[src/rtl/ms_sync_producer_if.sv]
// Producer-side channel bundle: the upstream valid/ready word stream plus the
// slave-facing data/sync pair.
interface ms_sync_producer_if #(
  parameter int DATA_W = 32
);
  logic signed [DATA_W-1:0] in_data;
  logic                     in_valid;
  logic                     in_ready;
  logic signed [DATA_W-1:0] m_out;
  logic                     m_out_sync;

  modport master (
    input  in_data,
    input  in_valid,
    output in_ready,
    output m_out,
    output m_out_sync
  );

  modport slave (
    output in_data,
    output in_valid,
    input  in_ready,
    input  m_out,
    input  m_out_sync
  );
endinterface

[src/rtl/ms_sync_producer.sv]
// Master-side producer for a shared-variable channel: buffers upstream words in
// a small FIFO and emits them to the slave with a paced one-cycle sync strobe.
module ms_sync_producer #(
  parameter int DEPTH  = 4,
  parameter int PERIOD = 2,
  parameter int DATA_W = 32
) (
  input  logic                       clk,
  input  logic                       rst,
  ms_sync_producer_if.master         bus,
  output logic [$clog2(DEPTH):0]     fifo_count,
  output logic [15:0]                sent_count
);

  localparam int AW = $clog2(DEPTH);
  localparam int PW = (PERIOD > 1) ? $clog2(PERIOD) : 1;
  localparam logic [AW:0]   FULL      = (AW+1)'(DEPTH);
  localparam logic [PW-1:0] PACE_INIT = PW'(PERIOD - 1);

  typedef enum logic {SEC_IDLE, SEC_PACE} sec_t;

  sec_t                     sec;
  sec_t                     sec_nxt;
  logic [PW-1:0]            pace;
  logic [PW-1:0]            pace_nxt;
  logic signed [DATA_W-1:0] mem [DEPTH];
  logic [AW-1:0]            wr_ptr;
  logic [AW-1:0]            rd_ptr;
  logic                     push;
  logic                     emit;

  // Section state register
  always_ff @(posedge clk) begin
    if (!rst) begin
      sec  <= SEC_IDLE;
      pace <= '0;
    end else begin
      sec  <= sec_nxt;
      pace <= pace_nxt;
    end
  end

  // Next-section logic
  always_comb begin
    sec_nxt  = sec;
    pace_nxt = pace;
    case (sec)
      SEC_IDLE: begin
        if (emit) begin
          pace_nxt = PACE_INIT;
          sec_nxt  = (PERIOD > 1) ? SEC_PACE : SEC_IDLE;
        end
      end
      SEC_PACE: begin
        pace_nxt = pace - PW'(1);
        if (pace == PW'(1)) sec_nxt = SEC_IDLE;
      end
      default: begin
        sec_nxt  = SEC_IDLE;
        pace_nxt = '0;
      end
    endcase
  end

  // Section-derived controls; full refuses a push even when a pop coincides
  always_comb begin
    bus.in_ready = rst && (fifo_count != FULL);
    push         = bus.in_valid && bus.in_ready;
    emit         = (sec == SEC_IDLE) && (fifo_count != '0);
  end

  // FIFO storage carries data only, so it is left out of reset
  always_ff @(posedge clk) begin
    if (push) mem[wr_ptr] <= bus.in_data;
  end

  // Occupancy, pointers and registered slave-facing outputs
  always_ff @(posedge clk) begin
    if (!rst) begin
      wr_ptr         <= '0;
      rd_ptr         <= '0;
      fifo_count     <= '0;
      sent_count     <= '0;
      bus.m_out      <= '0;
      bus.m_out_sync <= 1'b0;
    end else begin
      if (push) wr_ptr <= wr_ptr + AW'(1);
      case ({push, emit})
        2'b10:   fifo_count <= fifo_count + (AW+1)'(1);
        2'b01:   fifo_count <= fifo_count - (AW+1)'(1);
        default: fifo_count <= fifo_count;
      endcase
      bus.m_out_sync <= emit;
      if (emit) begin
        bus.m_out  <= mem[rd_ptr];
        rd_ptr     <= rd_ptr + AW'(1);
        sent_count <= sent_count + 16'd1;
      end
    end
  end

endmodule

[src/flat_wrapper.sv]
// flat-port wrapper written by rule: the top's interface ports become plain ports
module ms_sync_producer_flat 
#(
  parameter int DEPTH  = 4,
  parameter int PERIOD = 2,
  parameter int DATA_W = 32
)
  (clk, rst, fifo_count, sent_count, bus_in_data, bus_in_valid, bus_in_ready, bus_m_out, bus_m_out_sync);
  ms_sync_producer_if #(.DATA_W(DATA_W)) bus_i ();
  input  logic clk;
  input  logic rst;
  output logic [$clog2(DEPTH):0] fifo_count;
  output logic [15:0] sent_count;
  input wire logic [$bits(bus_i.in_data)-1:0] bus_in_data;
  input wire logic [$bits(bus_i.in_valid)-1:0] bus_in_valid;
  output wire logic [$bits(bus_i.in_ready)-1:0] bus_in_ready;
  output wire logic [$bits(bus_i.m_out)-1:0] bus_m_out;
  output wire logic [$bits(bus_i.m_out_sync)-1:0] bus_m_out_sync;
  assign bus_i.in_data = bus_in_data;
  assign bus_i.in_valid = bus_in_valid;
  assign bus_in_ready = bus_i.in_ready;
  assign bus_m_out = bus_i.m_out;
  assign bus_m_out_sync = bus_i.m_out_sync;
  ms_sync_producer #(.DEPTH(DEPTH), .PERIOD(PERIOD), .DATA_W(DATA_W)) u_core (.clk(clk), .rst(rst), .bus(bus_i), .fifo_count(fifo_count), .sent_count(sent_count));
endmodule
[config.mk]
export PLATFORM = sky130hd
export DESIGN_NAME = ms_sync_producer_flat
export DESIGN_NICKNAME = d
export VERILOG_FILES = /design/src/rtl/ms_sync_producer_if.sv /design/src/rtl/ms_sync_producer.sv /design/src/flat_wrapper.sv
export SDC_FILE = /design/constraint.sdc
export NUM_CORES = 1
export LEC_CHECK = 0
export CORE_MARGIN = 2
export CORE_UTILIZATION = 55
export CTS_CLUSTER_SIZE = 20
export DETAILED_ROUTE_END_ITERATION = 16
export PLACE_DENSITY_LB_ADDON = 0.1
export SLEW_MARGIN = 20
export SYNTH_ARGS = -nofsm -noshare
export SYNTH_HDL_FRONTEND = slang
export SYNTH_SLANG_ARGS = --single-unit
[constraint.sdc]
create_clock -name clk -period 2.99 [get_ports clk]
set_input_delay 0.598 -clock clk [delete_from_list [all_inputs] [get_ports clk]]
set_output_delay 0.598 -clock clk [all_outputs]
set_load 0.01 [all_outputs]
-- Word level (Yosys, flattened, before mapping)
Memories as Yosys holds them, arrays and structs flattened. A register that Yosys moved wholly into a read port is not among the register bits.
Cells that the tools add are included.
- add/subtract/negate cells: 6
- equality and inequality tests: 4
- multiplexer cells: 8
- bitwise logic cells: 1
- reduce and logical (&&, ||, !) cells: 6
- operators with widths (operator ; count):
    $add A16 B1 Y16 const B ; 1
    $pmux W3 S2 ; 1
    $mux W1 ; 5
    $add A2 B1 Y2 const B ; 2
    $pmux W1 S2 ; 2
    $add A3 B1 Y3 const B ; 1
    $logic_and A1 B1 Y1 ; 3
    $ne A3 B3 Y1 const B ; 1
    $reduce_bool A3 Y1 ; 1
    $sub A3 B1 Y3 const B ; 1
    $eq A2 B1 Y1 const B ; 1
    $eq A2 B2 Y1 const B ; 1
    $ne A2 B1 Y1 const B ; 1
    $reduce_bool A2 Y1 ; 1
    $logic_not A1 Y1 ; 1
    $not A1 Y1 ; 1
    $sub A1 B1 Y1 const B ; 1
- register bits after elaboration: 26
- bits in writable memories: 128
- bits of input ports: 35
- output and inout port bits: 53
- logic and storage cells: 33
- memories kept: 1
- memory list (memory ; depth ; bits a word ; read ports ; clocked after Yosys merged registers in ; wr ports ; RTL line ; text):
    u_core.mem ; 4 ; 32 ; 1 ; 1 ; 1 ; ms_sync_producer.sv:26 ; logic signed [DATA_W-1:0] mem [DEPTH];

-- Depth between registers and ports, before layout
Gate-level depths: netlist of run 1.
- depth in word-level cells: 5
- mapped depth: 12
- depth with buffers taken out: 9

-- Worst setup path after synthesis of run 1
OpenSTA, ideal clock, no wires.
- path type: register to register
- start: register u_core.fifo_count[0]
- end: register u_core.fifo_count[2]
- setup time: 70 ps
- data arrival time: 2570 ps
- required time: 2920 ps
- slack: 349 ps
- stages on the path, launching flop included: 13
- buffers on the path: 3
- clock period less this slack: 2641 ps
- cell sequence: dfxtp_1 or3_1 clkbuf_1 nand2b_1 buf_2 inv_2 buf_1 ha_1 inv_1 fa_1 xor2_1 or3_1 a21oi_1
- elaborated cells between the ends (all ways): 11
- those cells by class: add/sub (2); eq/ne (3); mux (1); reduce/logical (5)
- RTL lines (item ; RTL line ; text):
    start, declared ; ms_sync_producer.sv:11 ; output logic [$clog2(DEPTH):0] fifo_count,
    start signal, assigned ; ms_sync_producer.sv:89 ; 2'b10: fifo_count <= fifo_count + (AW+1)'(1);
    start signal, assigned ; ms_sync_producer.sv:90 ; 2'b01: fifo_count <= fifo_count - (AW+1)'(1);
    start signal, assigned ; ms_sync_producer.sv:91 ; default: fifo_count <= fifo_count;
    $reduce_bool A3 Y1 (*) ; ms_sync_producer.sv:69 ; emit = (sec == SEC_IDLE) && (fifo_count != '0);
    $logic_and A1 B1 Y1 (*) ; ms_sync_producer.sv:69 ;
    named net u_core.emit ; ms_sync_producer.sv:30 ; logic emit;
    $eq A2 B1 Y1 / $eq A2 B2 Y1 (equally long branches) ; ms_sync_producer.sv:88 ; case ({push, emit})
    $pmux W3 S2 / $reduce_bool A2 Y1 (equally long branches) ; -- ;
Mark *: on every way through the listed nets, which the timed path passes. The rest lies on a longest branch.
A chain may end at the register's enable or synchronous reset.

-- Worst setup path in the final report of run 1
- start: input rst
- end: output bus_in_ready
- longest elaborated chain between the ends: 1
- ends and longest elaborated chain (item ; RTL line ; text):
    start, declared ; flat_wrapper.sv:11 ; input logic rst;
    $logic_and A1 B1 Y1 ; ms_sync_producer.sv:67 ; bus.in_ready = rst && (fifo_count != FULL);
    end, declared ; flat_wrapper.sv:16 ; output wire logic [$bits(bus_i.in_ready)-1:0] bus_in_ready;
No other way between the ends.

==> impl_metrics.json, run 1 <==
{
  "tightest_slew_ns": 0.890,
  "die_area_mm2": 0.0135,
  "grt_pass1_vias": 4012,
  "dp_hpwl_um": 8060,
  "wl_per_cell_um": 18.0,
  "numClockSinks": 186,
  "crit_type": "in -> out",
  "syn-cell-area_mm2": 0.00692,
  "num-nets-final": 587,
  "setup_tns_ns": 0,
  "grt_setup_unrepaired": "false",
  "area_growth_pct": 24.7,
  "synth_ff_type": "edfxtp_1",
  "timing.fmax_mhz": 392,
  "postRouteAntennaNets": 0,
  "drive_gt1_share_pct": 15.9,
  "grt_max_degree": 47,
  "startpoint": "rst",
  "r2r-end": "u_core.fifo_count[2]",
  "r2r-start": "u_core.fifo_count[0]",
  "cp-end-kind": "output port",
  "worstPathRequired_ns": 2.39,
  "ys_ff_latch": 186,
  "grt_pass1_wl_um": 20700,
  "path_cells": "clkdlybuf4s50_1, inv_2, a21oi_1, clkdlybuf4s50_1",
  "setup_violations": 0,
  "synth_edf_count": 128,
  "hold_viol": 0,
  "cts-root-buf": "clkbuf_16",
  "grtUsageTotal_pct": 21.0,
  "syn_nets": 490,
  "via_count": 3968,
  "stdcell_area_mm2": 0.00864,
  "io_buffers": 87,
  "start_util_pct": 56.9,
  "crit_path_max_incr_delay_ns": 0.54,
  "skew_ns": 0.00824,
  "worstPathMaxFanout": 14,
  "vias_per_cell": 5.47,
  "clock_path_buffers": 2,
  "crit_arrival_ns": 1.95,
  "slew_headroom_pct": 40.7,
  "postPlaceCellArea_mm2": 0.00804,
  "maxCapViolCount": 0,
  "crit_slowest_cell": "clkdlybuf4s50_1",
  "synth_cell_types": 37,
  "die_y_um": 116,
  "finalWeightedCongestion": 0.774,
  "cts.htree.levels": 4,
  "dr.pass1.iters": 5,
  "cts_resized": 0,
  "synthCells": 448,
  "cp_num_cells": 4,
  "crit_end": "bus_in_ready",
  "status": "finished, final reports clean",
  "final.period_utilization_pct": 85.4,
  "power.density_mw_per_mm2": 864,
  "finalCriticalPeriod_ns": 2.55,
  "irDropWorstVdd_mv": 0.475,
  "r2r_cells": 9,
  "async_flop_share_pct": 0,
  "yosysWarnings": 0,
  "reg2reg_slack_ns": 0.82,
  "crit_family": "buffers and inverters",
  "crit_path_frequent_cell": "clkdlybuf4s50_1",
  "synth.yosys.seq_area_share_pct": 72.3,
  "slew_violations": 0,
  "remaining_drc_errors": 0,
  "avgSynthCellArea_um2": 15.5,
  "clock_latency_ns": 0.43,
  "rows": 40,
  "cts_tree": "built",
  "hold_path.class": "reg -> reg",
  "n_antenna_cell": 0,
  "core_mm2": 0.0122,
  "dr.first_iter.drc_count": 357,
  "boundaryPins": 88,
  "post_cts_buffers": 0,
  "p_leak_nw": 2.83,
  "routed_wl_um": 13100,
  "antenna_found_initial": 0,
  "clk_pin_slew_worst_paths_ns": 0.06,
  "grt_overflow": 0,
  "cp-start-kind": "primary input",
  "floorplan.die.width_um": 116,
  "cp.buffers_inverters": 3,
  "numCtsBuffers": 17,
  "cts.hold.buffers_added": 0
}
[per-layer routing]
layer | global-route usage, % | part of all wire (%) | vias up
li1 | - | - | 1857
met1 | 26.8 | 42 | 1984
met2 | 35.3 | 52 | 110
met3 | 4.62 | 4.5 | 17
met4 | 8.73 | 1.9 | 0
met5 | 0 | 0 | -
[placed cells by master (no fill, tap or decap), drive strengths merged, types with 4 or more instances in the layout]
cell type      Yosys  layout
edfxtp           128     128
clkdlybuf4s50      0      87
nand2             71      71
dfxtp             58      58
a21oi             42      42
mux4              32      32
clkbuf            11      19
nor2              17      17
inv               12      15
buf               11      13
xnor2              8       8
xor2               6       6
ha                 6       6
or3                5       5
and2               4       4
o21ai              4       4
nand4              4       4
nand2b             4       4
clkinv             0       4
[worst min-delay path by stage]
stage / startpoint / slack, ns / endpoint / cells past startpoint
after detailed placement: u_core.bus.m_out[29] / 0.45 / u_core.bus.m_out[29] / 2
after global placement: u_core.bus.m_out[27] / 0.44 / u_core.bus.m_out[27] / 2
after floorplan: u_core.pace / 0.47 / u_core.pace / 2
after CTS: u_core.bus.m_out[29] / 0.46 / u_core.bus.m_out[29] / 2
final: u_core.bus.m_out[0] / 0.46 / u_core.bus.m_out[0] / 2
after global routing: u_core.bus.m_out[28] / 0.47 / u_core.bus.m_out[28] / 2
[worst reg2reg max path: stages (launching register included)]
cell and delay [ns]:
dfxtp_1 0.43, or3_1 0.29, nand2b_2 0.10, inv_2 0.07
ha_1 0.18, inv_1 0.06, fa_1 0.37, xor2_1 0.15
or3_1 0.31, a21oi_1 0.14
[state kept, by name, summed over array words and instances (netlist names)]
register and flops:
u_core.rd_ptr 2, u_core.bus.m_out_sync 1, u_core.sec 1, u_core.mem 128
u_core.sent_count 16, u_core.wr_ptr 2, u_core.bus.m_out 32, u_core.pace 1
u_core.fifo_count 3
[through the flow]
stage / hold slack, ns / std cells / power [mW] / utilization [%] / setup WS, ns
after floorplan: 0.466 / 448 / 4.48 / - / 0.349
after global placement: 0.441 / 694 / 5.24 / 66.1 / 0.289
after detailed placement: 0.447 / 694 / 5.29 / 66.1 / 0.245
after CTS: 0.456 / 726 / 7.56 / 71.0 / 0.430
after global routing: 0.471 / 726 / 7.83 / 71.0 / 0.373
final: 0.455 / 726 / 7.46 / 71.0 / 0.437
[Yosys cell counts, types with 2 or more instances]
master / n / area (um2)
nand4_1: 3 / 18.8
nand2_1: 71 / 267
dfxtp_1: 58 / 1160
xnor2_1: 8 / 70.1
o31ai_1: 3 / 22.5
and2_1: 4 / 25.0
nand3_1: 2 / 10.0
a21oi_1: 42 / 210
ha_1: 6 / 75.1
edfxtp_1: 128 / 3840
nand2b_1: 4 / 25.0
mux4_2: 32 / 721
o21ai_0: 4 / 20.0
xor2_1: 6 / 52.6
nor3_1: 3 / 15.0
or3_1: 5 / 31.3
or4_1: 2 / 15.0
clkbuf_1: 11 / 41.3
buf_1: 6 / 22.5
nor3b_1: 2 / 15.0
nor4_1: 2 / 12.5
buf_2: 5 / 25.0
nor2_1: 17 / 63.8
inv_1: 11 / 41.3
[power breakdown]
group	leakage, nW	switching (mW)	total [mW]	internal [mW]
clock network	0.284	0.932	2.25	1.32
logic	0.908	0.977	1.92	0.947
registers	1.64	0.236	3.29	3.05
total	2.83	2.14	7.46	5.32
[area by class of cell]
cell class                      instances  area [um2]
Clock inverter                         13         166
Multi-Input combinational cell        228        1790
Timing Repair Buffer                  100         981
Inverter                               12        45.0
Fill cell                             831        3530
Clock buffer                           19         433
Sequential cell                       186        5010
Tap cell                              168         210
[kinds of logic after synthesis]
kind of cell    synth area share [%]
compound gates                  4.10
xor+xnor                        1.77
fa+ha+maj                       1.37
buf+inv                         1.93
flops                           72.3
mux                             10.4
simple gates                    8.13
No activity file was read; power rests on OpenSTA's default activity.
==> inputs of run 2 (changes only) <==
--- a/config.mk
+++ b/config.mk
@@ -6,7 +6,7 @@
 export NUM_CORES = 1
 export LEC_CHECK = 0
 export CORE_MARGIN = 2
-export CORE_UTILIZATION = 55
+export CORE_UTILIZATION = 38
 export CTS_CLUSTER_SIZE = 20
 export DETAILED_ROUTE_END_ITERATION = 16
 export PLACE_DENSITY_LB_ADDON = 0.1
==> impl_metrics.json, run 2 (synthesized netlist as in run 1, its figures left out) <==
{
  "clock_latency_ns": 0.43,
  "grt_setup_unrepaired": "false",
  "hold_path.class": "reg -> reg",
  "p_sw_share_pct": 29.4,
  "start_util_pct": 38.7,
  "drive_gt1_share_pct": 15.6,
  "final.period_utilization_pct": 82.2,
  "clk_pin_slew_worst_paths_ns": 0.06,
  "final_common_cell": "edfxtp_1",
  "final_util_pct": 48.6,
  "p_comb_share_pct": 26.6,
  "hold_viol": 0,
  "finalCriticalPeriod_ns": 2.46,
  "dpl_worst_slack_ns": 0.282,
  "reg_top3": "u_core.mem (128), u_core.bus.m_out (32), u_core.sent_count (16)",
  "routed_wl_um": 14100,
  "pwr-share-seq_pct": 44.7,
  "crit_arrival_ns": 1.86,
  "stdcell_area_mm2": 0.00869,
  "dr.pass1.iters": 7,
  "floorplan.die.width_um": 139,
  "finalWeightedCongestion": 0.746,
  "worstPathRequired_ns": 2.39,
  "io_buffers": 87,
  "final_cell_mix": "128 x edfxtp_1, 87 x clkdlybuf4s50_1, 71 x nand2_1, 56 x dfxtp_1, 42 x a21oi_1",
  "cts.hold.buffers_added": 0,
  "clock_path_buffers": 2,
  "post_cts_buffers": 0,
  "power.net_switching_mw": 2.16,
  "vias_per_cell": 5.02,
  "cp-start-kind": "primary input",
  "dr.first_iter.drc_count": 217,
  "skew_ns": 0.00786,
  "grt_max_degree": 52,
  "setup_violations": 0,
  "num-nets-final": 587,
  "grtUsageTotal_pct": 15.4,
  "crit_type": "in -> out",
  "cts-root-buf": "clkbuf_16",
  "timing.fmax_mhz": 407,
  "p_int_mw": 5.19,
  "numClockSinks": 186,
  "clock_power_share_pct": 28.8,
  "cts_tree": "built",
  "postRouteAntennaNets": 0,
  "rows": 49,
  "core_mm2": 0.0179,
  "grt_overflow": 0,
  "p_leak_nw": 2.81,
  "cp-end-kind": "output port",
  "largest_reg_flops": 128,
  "worstPathMaxFanout": 9,
  "boundaryPins": 88,
  "irDropWorstVdd_mv": 0.424,
  "area_growth_pct": 25.6,
  "postPlaceCellArea_mm2": 0.00814,
  "die_y_um": 139,
  "tightest_slew_ns": 0.961,
  "die_area_mm2": 0.0193,
  "numCtsBuffers": 17,
  "slew_violations": 0,
  "n_antenna_cell": 0,
  "remaining_drc_errors": 0,
  "grt_pass1_wl_um": 22700,
  "regMostFlops": "u_core.mem",
  "setup_tns_ns": 0,
  "cts_resized": 0,
  "dp_hpwl_um": 8950,
  "slew_headroom_pct": 35.9,
  "fin_ws_ns": 0.532,
  "status": "finished, final reports clean",
  "cts.htree.levels": 4,
  "power.density_mw_per_mm2": 845,
  "antenna_found_initial": 0,
  "grt_pass1_vias": 4076,
  "maxCapViolCount": 0,
  "n_fill_cell": 1557,
  "via_count": 3950,
  "wl_per_cell_um": 17.9
}
==> run 2: final timing paths <==
path | cells after the start | start | to | slack (ns)
max | 4 | rst | bus_in_ready | 0.53
min | 2 | u_core.bus.m_out[0] | u_core.bus.m_out[0] | 0.45
max reg2reg | 9 | u_core.fifo_count[2] | u_core.fifo_count[2] | 0.84
min reg2reg | 2 | u_core.bus.m_out[0] | u_core.bus.m_out[0] | 0.45
==> run 2: worst max-delay path: stages <==
cell and delay (ns):
clkdlybuf4s50_1 0.50, inv_2 0.09, a21oi_1 0.13, clkdlybuf4s50_1 0.54
==> run 2: per-stage QoR <==
stage	hold slack [ns]	std cells	total power, mW
2_1_floorplan	0.466	448	4.48
3_3_place_gp	0.444	755	5.32
3_5_place_dp	0.447	755	5.35
4_1_cts	0.456	787	7.47
5_1_grt	0.472	787	7.78
6_report	0.454	787	7.35
==> run 2: layout make-up <==
class / instances / area, um2 / share of cell area [%]
multi-input cells: 228 / 1790 / 20.6
well taps: 229 / 287 / 3.30
repair buffers: 100 / 1010 / 11.6
clock inverters: 11 / 96.3 / 1.11
clock buffers: 21 / 460 / 5.30
inverters: 12 / 45.0 / 0.518
flip-flops and latches: 186 / 5010 / 57.6
==> run 2: power by group through the flow <==
stage	sequential [mW]	clock (mW)	combinational, mW
global route	3.33	2.28	2.16
global placement	3.34	0	1.98
CTS	3.29	2.17	2.01
detailed placement	3.35	0	2.00
finish	3.28	2.11	1.95
floorplan	3.32	0	1.17
==> run 2: metal layers <==
| layer | vias up | global-route usage [%] | wire [um] |
|---|---|---|---|
| met5 | - | 0 | 0 |
| met4 | 0 | 5.05 | 166 |
| met3 | 14 | 3.83 | 524 |
| met2 | 98 | 26.0 | 7040 |
| met1 | 1977 | 19.5 | 6320 |
| li1 | 1861 | - | - |
